===== config.mk =====
export PLATFORM = sky130hd
export DESIGN_NAME = address_register_unit
export DESIGN_NICKNAME = d
export VERILOG_FILES = /design/src/rtl/address_register_unit.sv
export SDC_FILE = /design/constraint.sdc
export NUM_CORES = 1
export LEC_CHECK = 0
export CAP_MARGIN = 20
export CORE_ASPECT_RATIO = 1.2
export CORE_UTILIZATION = 48
export CTS_CLUSTER_DIAMETER = 30
export CTS_CLUSTER_SIZE = 30
export DETAILED_ROUTE_END_ITERATION = 7
export PLACE_DENSITY = 0.88
export SLEW_MARGIN = 10
export SYNTH_ARGS = -nofsm -noshare
export SYNTH_HDL_FRONTEND = slang
export SYNTH_SLANG_ARGS = --single-unit

===== constraint.sdc =====
create_clock -name clock -period 2.3 [get_ports clock]
set_clock_uncertainty 0.1 [all_clocks]
set_input_delay 0.345 -clock clock [delete_from_list [all_inputs] [get_ports clock]]
set_output_delay 0.345 -clock clock [all_outputs]
set_load 0.01 [all_outputs]

===== src/rtl/address_register_unit.sv =====
// Address register unit: program counter and memory address register.
// Assembles 16-bit operand addresses from two consecutive data-bus bytes
// (low byte first) into MAR or PC. Also performs PC increment, signed relative
// branch, MAR copy-from-PC and MAR increment under control-unit strobes.
//
// Handshake: data_in is consumed on a rising edge where data_valid=1 and
// the unit is busy (WAIT_LO/WAIT_HI) and abort=0. There is no ready signal;
// the control unit must only present operand bytes while busy is high.
module address_register_unit #(
  parameter logic [15:0] RESET_VECTOR = 16'h0000,
  parameter logic [15:0] MAR_RESET    = 16'h0000
) (
  input  logic        clock,
  input  logic        reset_n,
  input  logic [7:0]  data_in,
  input  logic        data_valid,
  input  logic        addr_start,
  input  logic        addr_target,
  input  logic        abort,
  input  logic        pc_inc,
  input  logic        pc_rel,
  input  logic        mar_from_pc,
  input  logic        mar_inc,
  output logic [15:0] pc_value,
  output logic [15:0] mar_value,
  output logic        busy,
  output logic        addr_ready,
  output logic [1:0]  state_dbg
);

  typedef enum logic [1:0] {
    IDLE    = 2'd0,
    WAIT_LO = 2'd1,
    WAIT_HI = 2'd2,
    DONE    = 2'd3
  } state_t;

  state_t      state;
  logic [7:0]  lo_byte;
  logic        target_pc;

  logic        in_assembly;
  logic        byte_accept;
  logic        asm_write;
  logic [15:0] asm_addr;
  logic [15:0] rel_offset;

  // Decode the current cycle's assembly events; abort beats data_valid.
  always_comb begin
    in_assembly = (state == WAIT_LO) || (state == WAIT_HI);
    byte_accept = in_assembly && data_valid && !abort;
    asm_write   = (state == WAIT_HI) && data_valid && !abort;
    asm_addr    = {data_in, lo_byte};
    rel_offset  = {{8{data_in[7]}}, data_in};
  end

  assign busy      = in_assembly;
  assign state_dbg = state;

  // Assembly FSM: tracks start, low byte, high byte, and the done pulse.
  always_ff @(posedge clock or negedge reset_n) begin
    if (!reset_n) begin
      state      <= IDLE;
      lo_byte    <= 8'h00;
      target_pc  <= 1'b0;
      addr_ready <= 1'b0;
    end else begin
      addr_ready <= asm_write;
      case (state)
        IDLE: begin
          if (addr_start) begin
            state     <= WAIT_LO;
            target_pc <= addr_target;
          end
        end
        WAIT_LO: begin
          if (abort) begin
            state <= IDLE;
          end else if (data_valid) begin
            lo_byte <= data_in;
            state   <= WAIT_HI;
          end
        end
        WAIT_HI: begin
          if (abort) begin
            state <= IDLE;
          end else if (data_valid) begin
            state <= DONE;
          end
        end
        DONE: begin
          state <= IDLE;
        end
        default: begin
          state <= IDLE;
        end
      endcase
    end
  end

  // Program counter: jump write, then relative branch, then +1 step.
  always_ff @(posedge clock or negedge reset_n) begin
    if (!reset_n) begin
      pc_value <= RESET_VECTOR;
    end else if (asm_write && target_pc) begin
      pc_value <= asm_addr;
    end else if (pc_rel) begin
      pc_value <= pc_value + rel_offset;
    end else if (pc_inc || byte_accept) begin
      pc_value <= pc_value + 16'd1;
    end
  end

  // Memory address register: operand write, then copy of pre-edge PC, then +1.
  always_ff @(posedge clock or negedge reset_n) begin
    if (!reset_n) begin
      mar_value <= MAR_RESET;
    end else if (asm_write && !target_pc) begin
      mar_value <= asm_addr;
    end else if (mar_from_pc) begin
      mar_value <= pc_value;
    end else if (mar_inc) begin
      mar_value <= mar_value + 16'd1;
    end
  end

endmodule


# Word level (Yosys, flattened, before mapping)
# Cells that the tools add are included.
# word_totals
output_inout_bits,36
register_bits,44
input_bits,18
wordCells,44
# op_classes
n_eq_ne,6
mux,12
add_sub_neg,3
n_reduce_logical,16
bitwise,1
# op_table
op,n
$mux W16,6
$add A16 B1 Y16 const B,2
$add A16 B16 Y16,1
$mux W2,5
$pmux W2 S4,1
$logic_and A1 B1 Y1,6
$ne A3 B3 Y1 const B,2
$reduce_and A3 Y1,2
$reduce_bool A3 Y1,2
$eq A2 B2 Y1 const B,2
$eq A2 B1 Y1 const B,1
$logic_not A1 Y1,2
$logic_not A2 Y1,1
$logic_or A1 B1 Y1,2
$ne A2 B2 Y1 const B,1
$reduce_and A2 Y1,1
$not A1 Y1,1

# Logic depth before layout (Yosys ltp)
# Gate-level depths: netlist (run 1).
# depth
depth_word,8
mapped_depth,10
depth_no_buf,9

# Worst setup path before layout (run 1)
# No wires, ideal clock.
# synth_path
path_type,input-to-reg
from,in pc_rel
to,reg pc_value[12]
path_buffers,1
stages,10
arrival_time_ps,2419
path_slack_ps,-356
t_required_ps,2063
setup_time_ps,137
path_cell_list,clkbuf_1 > nand2b_1 > ha_1 > fa_1 > a21o_1 > a221o_1 > a21oi_4 > mux2i_1 > xor2_1 > a21oi_1
# synth_between
elab_chain_len,2
# synth_lines
element,line_no,rtl
from (decl),21,"input logic pc_rel,"
$mux W16,107,end else if (pc_rel) begin
$mux W16,105,end else if (asm_write && target_pc) begin
to (signal assigned),106,pc_value <= asm_addr;
to (signal assigned),108,pc_value <= pc_value + rel_offset;
to (signal assigned),110,pc_value <= pc_value + 16'd1;
to (decl),24,"output logic [15:0] pc_value,"
# Several ways; a longest one is shown, not always the timed one.
# A chain may end at the register's enable or synchronous reset.

# Worst setup path in the final report (run 1)
# layout_path
from,in pc_rel
to,reg pc_value[8]
# Same word-level chain as after synthesis.

==> results of run 1 <==
==> worst paths after layout <==
check | to | start
max | pc_value[8]$_DFFE_PN0P_ | pc_rel
min | mar_value[0]$_DFFE_PN0P_ | reset_n
max reg2reg | pc_value[8]$_DFFE_PN0P_ | pc_value[0]$_DFFE_PN0P_
min reg2reg | lo_byte[7]$_DFFE_PN0P_ | lo_byte[7]$_DFFE_PN0P_
max in group asynchronous | mar_value[13]$_DFFE_PN0P_ | reset_n
min in group clock | pc_value[10]$_DFFE_PN0P_ | data_in[2]
==> cell families after synthesis <==
| logic type | count (synthesis) |
|---|---|
| compound gates | 88 |
| xor+xnor | 23 |
| fa+ha+maj | 13 |
| buf+inv | 23 |
| flops | 44 |
| mux | 22 |
| simple gates | 138 |
==> where the power goes <==
group	leakage, nW	switching [W]	total, W	internal (W)
combinational	1.36	0.00148	0.00317	0.00170
sequential	0.532	0.000484	0.00163	0.00114
clock	0.0614	0.000296	0.000652	0.000356
total	1.95	0.00226	0.00545	0.00320
==> routing by layer <==
metal | vias to the layer above | track usage (%) | share of wire (%)
met4 | 0 | 17.4 | 5.4
met2 | 217 | 52.7 | 50
met5 | - | 0 | 0
met3 | 54 | 5.61 | 8.1
met1 | 1578 | 39.8 | 37
li1 | 1484 | - | -
==> through the flow <==
step	area [um^2]	setup slack [ps]	hold WS, ps	power [W]
after floorplan	3140	-172	-50.6	0.00307
after global placement	4140	-703	360	0.00443
after detailed placement	4140	-793	371	0.00459
after CTS	4350	-171	39.2	0.00533
after global routing	4380	-220	74.4	0.00576
final	4380	-168	7.20	0.00545
==> cells in the final DEF (no fill, tap or decap), drive strengths merged, types with 5 or more instances in the layout <==
cell           instances
buf                   66
nand4                  6
nor2                  29
a21oi                 29
dfrtp                 44
inv                    5
nand2b                 5
a21o                   6
xor2                   8
clkbuf                 6
nand3                 13
clkdlybuf4s50         44
ha                    12
mux2                   9
o22ai                  8
xnor2                 15
mux2i                 13
dlygate4sd2            5
o21ai                 17
nand2                 38
and2                   9
nor3                   7
and3                   9
a31oi                  8
==> critical path: stages <==
cell             delay (ps)
clkdlybuf4s15_2         240
buf_6                   160
and2_4                  140
fa_2                    360
a21o_1                  180
a221o_1                 380
a21oi_4                 240
mux2i_1                 270
xnor2_1                 150
a21oi_1                  90
==> area by class of cell <==
cell class              instances  area [um^2]  area share (%)
multi-input cells             284         2030            46.2
flip-flops and latches         44         1100            25.1
repair buffers                118         1010            23.1
well taps                      82          103            2.34
clock buffers                   6         82.6            1.88
clock inverters                 2         38.8           0.885
inverters                       5         18.8           0.428
==> flip-flops by register name (all words and copies together) (netlist names) <==
name,flops
target_pc,1
mar_value,16
state_dbg,2
pc_value,16
lo_byte,8
addr_ready,1
==> repair_timing <==
action	4_1_cts	5_1_grt
gates resized for setup	24	7
setup buffers	1	1
pin swaps	10	6
endpoints found under the setup margin	11	12
==> results.sh, run 1 <==
export IMPL_synth_enable_flop_cells=0
export IMPL_clock_root_buffer="clkbuf_8"
export IMPL_synth_top_family_by_area="simple AND/OR/NAND/NOR gates"
export IMPL_synth_compound_area_share_pct=18.4
export IMPL_fin_crit_sh_pct=107
export IMPL_grt_usage_pct=32.4
export IMPL_antenna_cells=0
export IMPL_timing_fmax_mhz=405
export IMPL_power_density_nw_per_um2=1240
export IMPL_synth_fp_nets=382
export IMPL_async_flop_share_pct=100
export IMPL_dp_hpwl_um=7660
export IMPL_reg2reg_slack_ps=-170
export IMPL_num_vias=3333
export IMPL_vdd_drop_max_v=0.000688
export IMPL_worst_setup_path_end_kind="flop"
export IMPL_yosys_area_top_type="dfrtp_1"
export IMPL_synth_seq_cells=44
export IMPL_hp_class="in2async"
export IMPL_synth_simple_area_share_pct=23.2
export IMPL_crit_type="in2reg"
export IMPL_numCtsBuffers=5
export IMPL_ant_nets=0
export IMPL_grt_setup_unrepaired="true"
export IMPL_die_w_um=75.3
export IMPL_vias_per_cell=6.16
export IMPL_clock_path_buffers=2
export IMPL_fill_cells=463
export IMPL_cp_start_kind="input pin"
export IMPL_reg2regPathDepth=8
export IMPL_cp_arrival_ps=2560
export IMPL_cts_num_sinks=44
export IMPL_post_drt_wl_per_cell_um=19.4
export IMPL_grt_pass1_vias=3349
export IMPL_grt_pass1_wl_um=16600
export IMPL_grt_max_degree=45
export IMPL_synth_seq_area_share_pct=35.6
export IMPL_worstSkewPairLatency_ps=300
export IMPL_hold_buffers=0
export IMPL_die_area_um2=6780
export IMPL_synth_most_common_cell="dfrtp_1"
export IMPL_fin_nets=489
export IMPL_fin_util_pct=71.5
export IMPL_routabilityCongestion=0.946
export IMPL_cts_tree="yes"
export IMPL_finalNonFillerCells=541
export IMPL_finalHoldViolations=0
export IMPL_violations="setup timing"
export IMPL_ys_top_cells_by_count="dfrtp_1 (44), nand2_1 (38), nor2_1 (29)"
export IMPL_rows=31
export IMPL_syn_area_um2=3100
export IMPL_yosysTopAreaCellShare_pct=35.6
export IMPL_drive_gt1_share_pct=24.0
export IMPL_p_leak_nw=1.95
export IMPL_io_buffers=53
export IMPL_outcome="finished, violations left"
export IMPL_first_iter_violations=327
export IMPL_yosys_warnings=0
export IMPL_cap_violations=0
export IMPL_setup_slack_ps=-168
export IMPL_synth_cells=351
export IMPL_setup_viol=6
export IMPL_ioPinCount=54
export IMPL_htree_levels=2
export IMPL_synthMuxAreaShare_pct=7.47
export IMPL_antenna_found_initial=0
export IMPL_yosys_most_used_dff="dfrtp_1"
export IMPL_finalSetupTns_ps=-637
export IMPL_die_h_um=90.0
export IMPL_synth_xor_area_share_pct=6.51
export IMPL_ys_types=58
export IMPL_critical_path_peak_fanout=9
export IMPL_core_um2=6130
export IMPL_clk_pin_slew_ps=90
export IMPL_dr_pass1_iters=8
export IMPL_ys_top_cells_by_area="dfrtp_1 (36%), ha_1 (4.8%), nand2_1 (4.6%)"
export IMPL_drc=0
export IMPL_dp_cells=531
export IMPL_finalMaxSlewViolations=0
export IMPL_grt_overflow=0
export IMPL_yosys_area_share_adder_pct=5.49
export IMPL_critPathRequiredTime_ps=2390
export IMPL_totalWireLength_um=10500
export IMPL_start_util_pct=50.5
export IMPL_relSlewSlack_pct=61.1
export IMPL_period_minus_slack_ps=2470
export IMPL_syn_area_per_cell_um2=8.82
export IMPL_max_slew_worst_pin_slew_ps=583
export IMPL_area_growth_pct=41.6
Power figures use the tool's default switching activity.
==> run 2, diff against run 1 <==
--- a/config.mk
+++ b/config.mk
@@ -6,12 +6,15 @@
 export NUM_CORES = 1
 export LEC_CHECK = 0
 export CAP_MARGIN = 20
+export CELL_PAD_IN_SITES_DETAIL_PLACEMENT = 1
+export CELL_PAD_IN_SITES_GLOBAL_PLACEMENT = 2
 export CORE_ASPECT_RATIO = 1.2
-export CORE_UTILIZATION = 48
+export CORE_UTILIZATION = 29
 export CTS_CLUSTER_DIAMETER = 30
 export CTS_CLUSTER_SIZE = 30
 export DETAILED_ROUTE_END_ITERATION = 7
-export PLACE_DENSITY = 0.88
+export GPL_ROUTABILITY_DRIVEN = 0
+export PLACE_DENSITY = 0.87
 export SLEW_MARGIN = 10
 export SYNTH_ARGS = -nofsm -noshare
 export SYNTH_HDL_FRONTEND = slang
==> run 2 against run 1 <==
The run still ends with setup timing left. First-iteration DRC count fell by 57%. Combinational power rose by 1%. Sequential power barely moved. Global-route usage fell by 9.8 points. Maximum frequency rose by 1.0%. Register-to-register slack improved by 30 ps. Sequential share of layout area fell by 1.2 points. Non-clock buffer count rose by 14. Critical endpoint is now pc_value[10]$_DFFE_PN0P_. Largest power group unchanged.
==> results.sh, run 2 (synthesis gave the netlist of run 1 again) <==
export IMPL_outcome="finished, violations left"
export IMPL_violations="setup timing"
export IMPL_totalWireLength_um=12000
export IMPL_fin_crit_sh_pct=106
export IMPL_grt_usage_pct=22.7
export IMPL_dr_pass1_iters=4
export IMPL_die_area_um2=11100
export IMPL_post_drt_wl_per_cell_um=20.1
export IMPL_clk_pin_slew_ps=60
export IMPL_r2r_start="pc_value[0]$_DFFE_PN0P_"
export IMPL_setup_viol=4
export IMPL_drive_gt1_share_pct=27.5
export IMPL_power_density_nw_per_um2=1230
export IMPL_die_h_um=115
export IMPL_critical_path_peak_fanout=4
export IMPL_finalMaxSlewViolations=0
export IMPL_cp_start_kind="flop"
export IMPL_crit_type="reg2reg"
export IMPL_worst_setup_path_end_kind="flop"
export IMPL_grt_setup_unrepaired="true"
export IMPL_fill_cells=1198
export IMPL_drc=0
export IMPL_hold_ws_ps=395
export IMPL_switchingPower_w=0.00231
export IMPL_grt_max_degree=31
export IMPL_cts_tree="yes"
export IMPL_hp_class="in2reg"
export IMPL_timing_fmax_mhz=409
export IMPL_start_util_pct=30.3
export IMPL_rows=40
export IMPL_p_leak_nw=2.06
export IMPL_grt_pass1_wl_um=18600
export IMPL_max_slew_worst_pin_slew_ps=595
export IMPL_numCtsBuffers=5
export IMPL_seqPwrFrac_pct=29.1
export IMPL_io_buffers=53
export IMPL_core_um2=10200
export IMPL_die_w_um=96.3
export IMPL_num_vias=3274
export IMPL_cts_num_sinks=44
export IMPL_ant_nets=0
export IMPL_layout_common_cells="buf_4 (75), dfrtp_1 (44), clkdlybuf4s50_1 (44), nand2_1 (38), nor2_1 (28)"
export IMPL_clock_root_buffer="clkbuf_16"
export IMPL_crit_start="pc_value[0]$_DFFE_PN0P_"
export IMPL_critPathRequiredTime_ps=2390
export IMPL_setup_slack_ps=-142
export IMPL_antenna_found_initial=0
export IMPL_fin_nets=503
export IMPL_dp_hpwl_um=8920
export IMPL_reg_largest_list="mar_value x16, pc_value x16, lo_byte x8"
export IMPL_vdd_drop_max_v=0.000311
export IMPL_p_sw_share_pct=40.5
export IMPL_relSlewSlack_pct=60.3
export IMPL_grt_pass1_vias=3450
export IMPL_min_from="data_in[1]"
export IMPL_clock_path_buffers=2
export IMPL_p_comb_share_pct=56.4
export IMPL_ioPinCount=54
export IMPL_final_common_cell="buf_4"
export IMPL_worstSkewPairLatency_ps=290
export IMPL_post_place_ws_ps=-857
export IMPL_first_iter_violations=140
export IMPL_grt_overflow=0
export IMPL_antenna_cells=0
export IMPL_cp_arrival_ps=2530
export IMPL_fin_util_pct=45.2
export IMPL_period_minus_slack_ps=2440
export IMPL_area_growth_pct=49.0
export IMPL_vias_per_cell=5.47
export IMPL_clockPowerShare_pct=14.6
export IMPL_finalSetupTns_ps=-557
export IMPL_cap_violations=0
export IMPL_finalHoldViolations=0
export IMPL_p_int_w=0.00339
export IMPL_htree_levels=2
==> run 2: critical path, cell delays in order (launching register included) <==
cell	delay [ps]
dfrtp_1	410
ha_4	180
fa_2	340
a21o_1	180
a221o_1	380
a21oi_4	240
mux2i_2	290
xnor2_1	150
o21ai_1	70
==> run 2: per-stage QoR <==
stage,total power [W],instance area (um^2),std cells
2_1_floorplan,0.00307,3140,351
3_5_place_dp,0.00459,4220,576
3_3_place_gp,0.00445,4220,576
6_report,0.00570,4610,599
5_1_grt,0.00605,4610,599
4_1_cts,0.00552,4460,589
==> run 2: power groups by stage <==
| stage | combinational [W] | sequential, W | clock (W) |
|---|---|---|---|
| after floorplan | 0.00141 | 0.00165 | 0 |
| after global placement | 0.00284 | 0.00162 | 0 |
| after detailed placement | 0.00294 | 0.00165 | 0 |
| after CTS | 0.00304 | 0.00164 | 0.000841 |
| after global routing | 0.00347 | 0.00170 | 0.000873 |
| final | 0.00321 | 0.00166 | 0.000830 |
==> run 2: worst paths after layout <==
path / end / slack (ps) / depth (start not counted)
max in group asynchronous: pc_value[1]$_DFFE_PN0P_ / 1000 / 3
min in group asynchronous: lo_byte[7]$_DFFE_PN0P_ / 490 / 2
max reg2reg: pc_value[10]$_DFFE_PN0P_ / -140 / 8
min reg2reg: pc_value[2]$_DFFE_PN0P_ / 430 / 2
max: pc_value[10]$_DFFE_PN0P_ / -140 / 8
min: lo_byte[1]$_DFFE_PN0P_ / 390 / 3
==> run 2: final cells by class <==
cell class,instances,area [um^2],area share [%]
clock inverter,2,35.0,0.759
multi-input combinational,284,2040,44.2
clock buffer,6,129,2.79
tap,126,158,3.42
timing repair buffer,132,1130,24.6
sequential,44,1100,23.9
inverter,5,18.8,0.407
==> run 2: what timing repair did <==
action	4_1_cts	5_1_grt
hold endpoints to repair	21	0
pin swaps	8	12
buffers inserted	4	10
hold buffers	1	0
endpoints found under the setup margin	11	12
resized for setup	23	19
==> run 2: metal layers <==
metal	track usage, %	share of wire [%]	routed length [um]
met4	11.5	4.3	512
met2	41.1	53	6420
met3	3.04	3.4	413
met5	0	0	0
met1	25.5	39	4700
==> run 3, diff against run 2 <==
--- a/config.mk
+++ b/config.mk
@@ -8,13 +8,14 @@
 export CAP_MARGIN = 20
 export CELL_PAD_IN_SITES_DETAIL_PLACEMENT = 1
 export CELL_PAD_IN_SITES_GLOBAL_PLACEMENT = 2
-export CORE_ASPECT_RATIO = 1.2
+export CORE_ASPECT_RATIO = 0.5
 export CORE_UTILIZATION = 29
 export CTS_CLUSTER_DIAMETER = 30
 export CTS_CLUSTER_SIZE = 30
 export DETAILED_ROUTE_END_ITERATION = 7
 export GPL_ROUTABILITY_DRIVEN = 0
 export PLACE_DENSITY = 0.87
+export REMOVE_ABC_BUFFERS = 1
 export SLEW_MARGIN = 10
 export SYNTH_ARGS = -nofsm -noshare
 export SYNTH_HDL_FRONTEND = slang
==> run 3 against run 2 <==
The flow still finishes with violations (setup timing). First-iteration DRC count is 11% higher. Routed wire length is 2.3% higher. Sequential cell count stayed put. Clock-buffer cell count shrank 1. Utilization down 0.93 points. Critical endpoint is now pc_value[8]$_DFFE_PN0P_.
==> results.sh, run 3 (synthesis gave the netlist of run 1 again) <==
export IMPL_seqPwrFrac_pct=28.2
export IMPL_core_um2=10300
export IMPL_final_cell_area_um2=4550
export IMPL_grt_usage_pct=21.7
export IMPL_cp_top_family="compound AO/OA/AOI/OAI gates"
export IMPL_ioPinCount=54
export IMPL_dpl_instance_area_um2=4170
export IMPL_post_place_ws_ps=-831
export IMPL_vias_per_cell=5.45
export IMPL_numCtsBuffers=5
export IMPL_dp_hpwl_um=8610
export IMPL_dr_pass1_iters=5
export IMPL_grt_setup_unrepaired="true"
export IMPL_fin_util_pct=44.3
export IMPL_setup_viol=5
export IMPL_post_drt_wl_per_cell_um=20.5
export IMPL_io_buffers=53
export IMPL_p_leak_nw=1.99
export IMPL_cts_num_sinks=44
export IMPL_die_area_um2=11100
export IMPL_cp_arrival_ps=2550
export IMPL_die_h_um=75.1
export IMPL_violations="setup timing"
export IMPL_switchingPower_w=0.00243
export IMPL_max_stage_delay_ps=430
export IMPL_cap_violations=0
export IMPL_clock_path_buffers=2
export IMPL_power_density_nw_per_um2=1280
export IMPL_path_buf_inv=0
export IMPL_worst_setup_path_end_kind="flop"
export IMPL_grt_pass1_vias=3232
export IMPL_grt_overflow=0
export IMPL_hp_class="in2async"
export IMPL_timing_fmax_mhz=403
export IMPL_outcome="finished, violations left"
export IMPL_num_vias=3282
export IMPL_vdd_drop_max_v=0.000420
export IMPL_crit_chain="ha_4, fa_2, a21o_1, a221o_1, a21oi_4, mux2i_1, xnor2_1, a21oi_1"
export IMPL_worstSkewPairLatency_ps=290
export IMPL_crit_type="reg2reg"
export IMPL_p_int_w=0.00341
export IMPL_grt_max_degree=45
export IMPL_cp_slowest_cell="dfrtp_1"
export IMPL_worst_r2r_endpoint="pc_value[8]$_DFFE_PN0P_"
export IMPL_start_util_pct=30.1
export IMPL_layout_common_cells="buf_4 (65), dfrtp_1 (44), clkdlybuf4s50_1 (44), nand2_1 (38), nor2_1 (27)"
export IMPL_grt_pass1_wl_um=18200
export IMPL_cp_start_kind="flop"
export IMPL_finalSetupTns_ps=-637
export IMPL_antenna_found_initial=1
export IMPL_finalHoldViolations=0
export IMPL_area_growth_pct=46.9
export IMPL_max_slew_worst_pin_slew_ps=606
export IMPL_p_comb_share_pct=56.7
export IMPL_clk_pin_slew_ps=70
export IMPL_reg2regPathDepth=8
export IMPL_rows=26
export IMPL_critical_path_peak_fanout=4
export IMPL_relSlewSlack_pct=59.6
export IMPL_setup_slack_ps=-181
export IMPL_clockPowerShare_pct=15.0
export IMPL_clock_root_buffer="clkbuf_16"
export IMPL_p_sw_share_pct=41.6
export IMPL_critPathRequiredTime_ps=2370
export IMPL_die_w_um=148
export IMPL_fin_crit_sh_pct=108
export IMPL_finalMaxSlewViolations=0
export IMPL_fin_nets=491
export IMPL_ant_nets=0
export IMPL_cts_tree="yes"
export IMPL_r2r_start="pc_value[0]$_DFFE_PN0P_"
export IMPL_reg2reg_slack_ps=-180
export IMPL_htree_levels=2
export IMPL_reg_largest_list="mar_value x16, pc_value x16, lo_byte x8"
export IMPL_drive_gt1_share_pct=26.2
export IMPL_drc=0
export IMPL_totalWireLength_um=12300
export IMPL_first_iter_violations=155
export IMPL_period_minus_slack_ps=2480
export IMPL_final_common_cell="buf_4"
run 3: cell count changes in the layout (fill, tap and decap cells not counted), moves of 2 or more:
| cell | delta |
|---|---|
| and2_1 | +2 |
| and2_4 | -2 |
| buf_4 | -10 |
| nor3_2 | +2 |
run 3: what timing repair did:
action	4_1_cts	5_1_grt
endpoints found under the setup margin	11	16
hold buffers	0	0
setup buffers	2	5
pin swaps	13	8
resized for setup	26	19
hold endpoints to repair	0	0
run 3: stage by stage:
stage / total power, W / instances / hold slack [ps]
after floorplan: 0.00299 / 333 / -50.6
after global placement: 0.00451 / 587 / 382
after detailed placement: 0.00461 / 587 / 389
after CTS: 0.00562 / 597 / 70.5
after global routing: 0.00620 / 601 / 87.5
final: 0.00584 / 602 / 34.6
run 3: final cells by class:
class	count	area, um^2
clock buffers	5	125
repair buffers	120	1020
inverters	5	18.8
multi-input cells	284	2060
diodes	1	2.50
well taps	140	175
fillers	1204	5730
clock inverters	3	46.3
flip-flops and latches	44	1100
run 3: how the worst max path moves through the flow:
stage	from	end	depth (start not counted)
4_1_cts	pc_value[0]$_DFFE_PN0P_	pc_value[12]$_DFFE_PN0P_	8
3_5_place_dp	pc_rel	pc_value[12]$_DFFE_PN0P_	10
5_1_grt	pc_value[0]$_DFFE_PN0P_	pc_value[12]$_DFFE_PN0P_	8
6_report	pc_value[0]$_DFFE_PN0P_	pc_value[8]$_DFFE_PN0P_	8
2_1_floorplan	data_in[0]	pc_value[12]$_DFFE_PN0P_	9
3_3_place_gp	pc_rel	pc_value[12]$_DFFE_PN0P_	10
run 3: per-layer routing:
layer,global-route usage (%),wire length (um)
met2,34.9,5630
met5,0,0
met1,29.7,5620
met3,4.48,820
met4,6.64,241
run 3: power groups by stage:
stage          sequential (W)  combinational [W]  clock, W
2_1_floorplan         0.00168            0.00131         0
3_5_place_dp          0.00161            0.00300         0
6_report              0.00165            0.00331  0.000877
5_1_grt               0.00170            0.00358  0.000921
3_3_place_gp          0.00160            0.00291         0
4_1_cts               0.00162            0.00311  0.000887
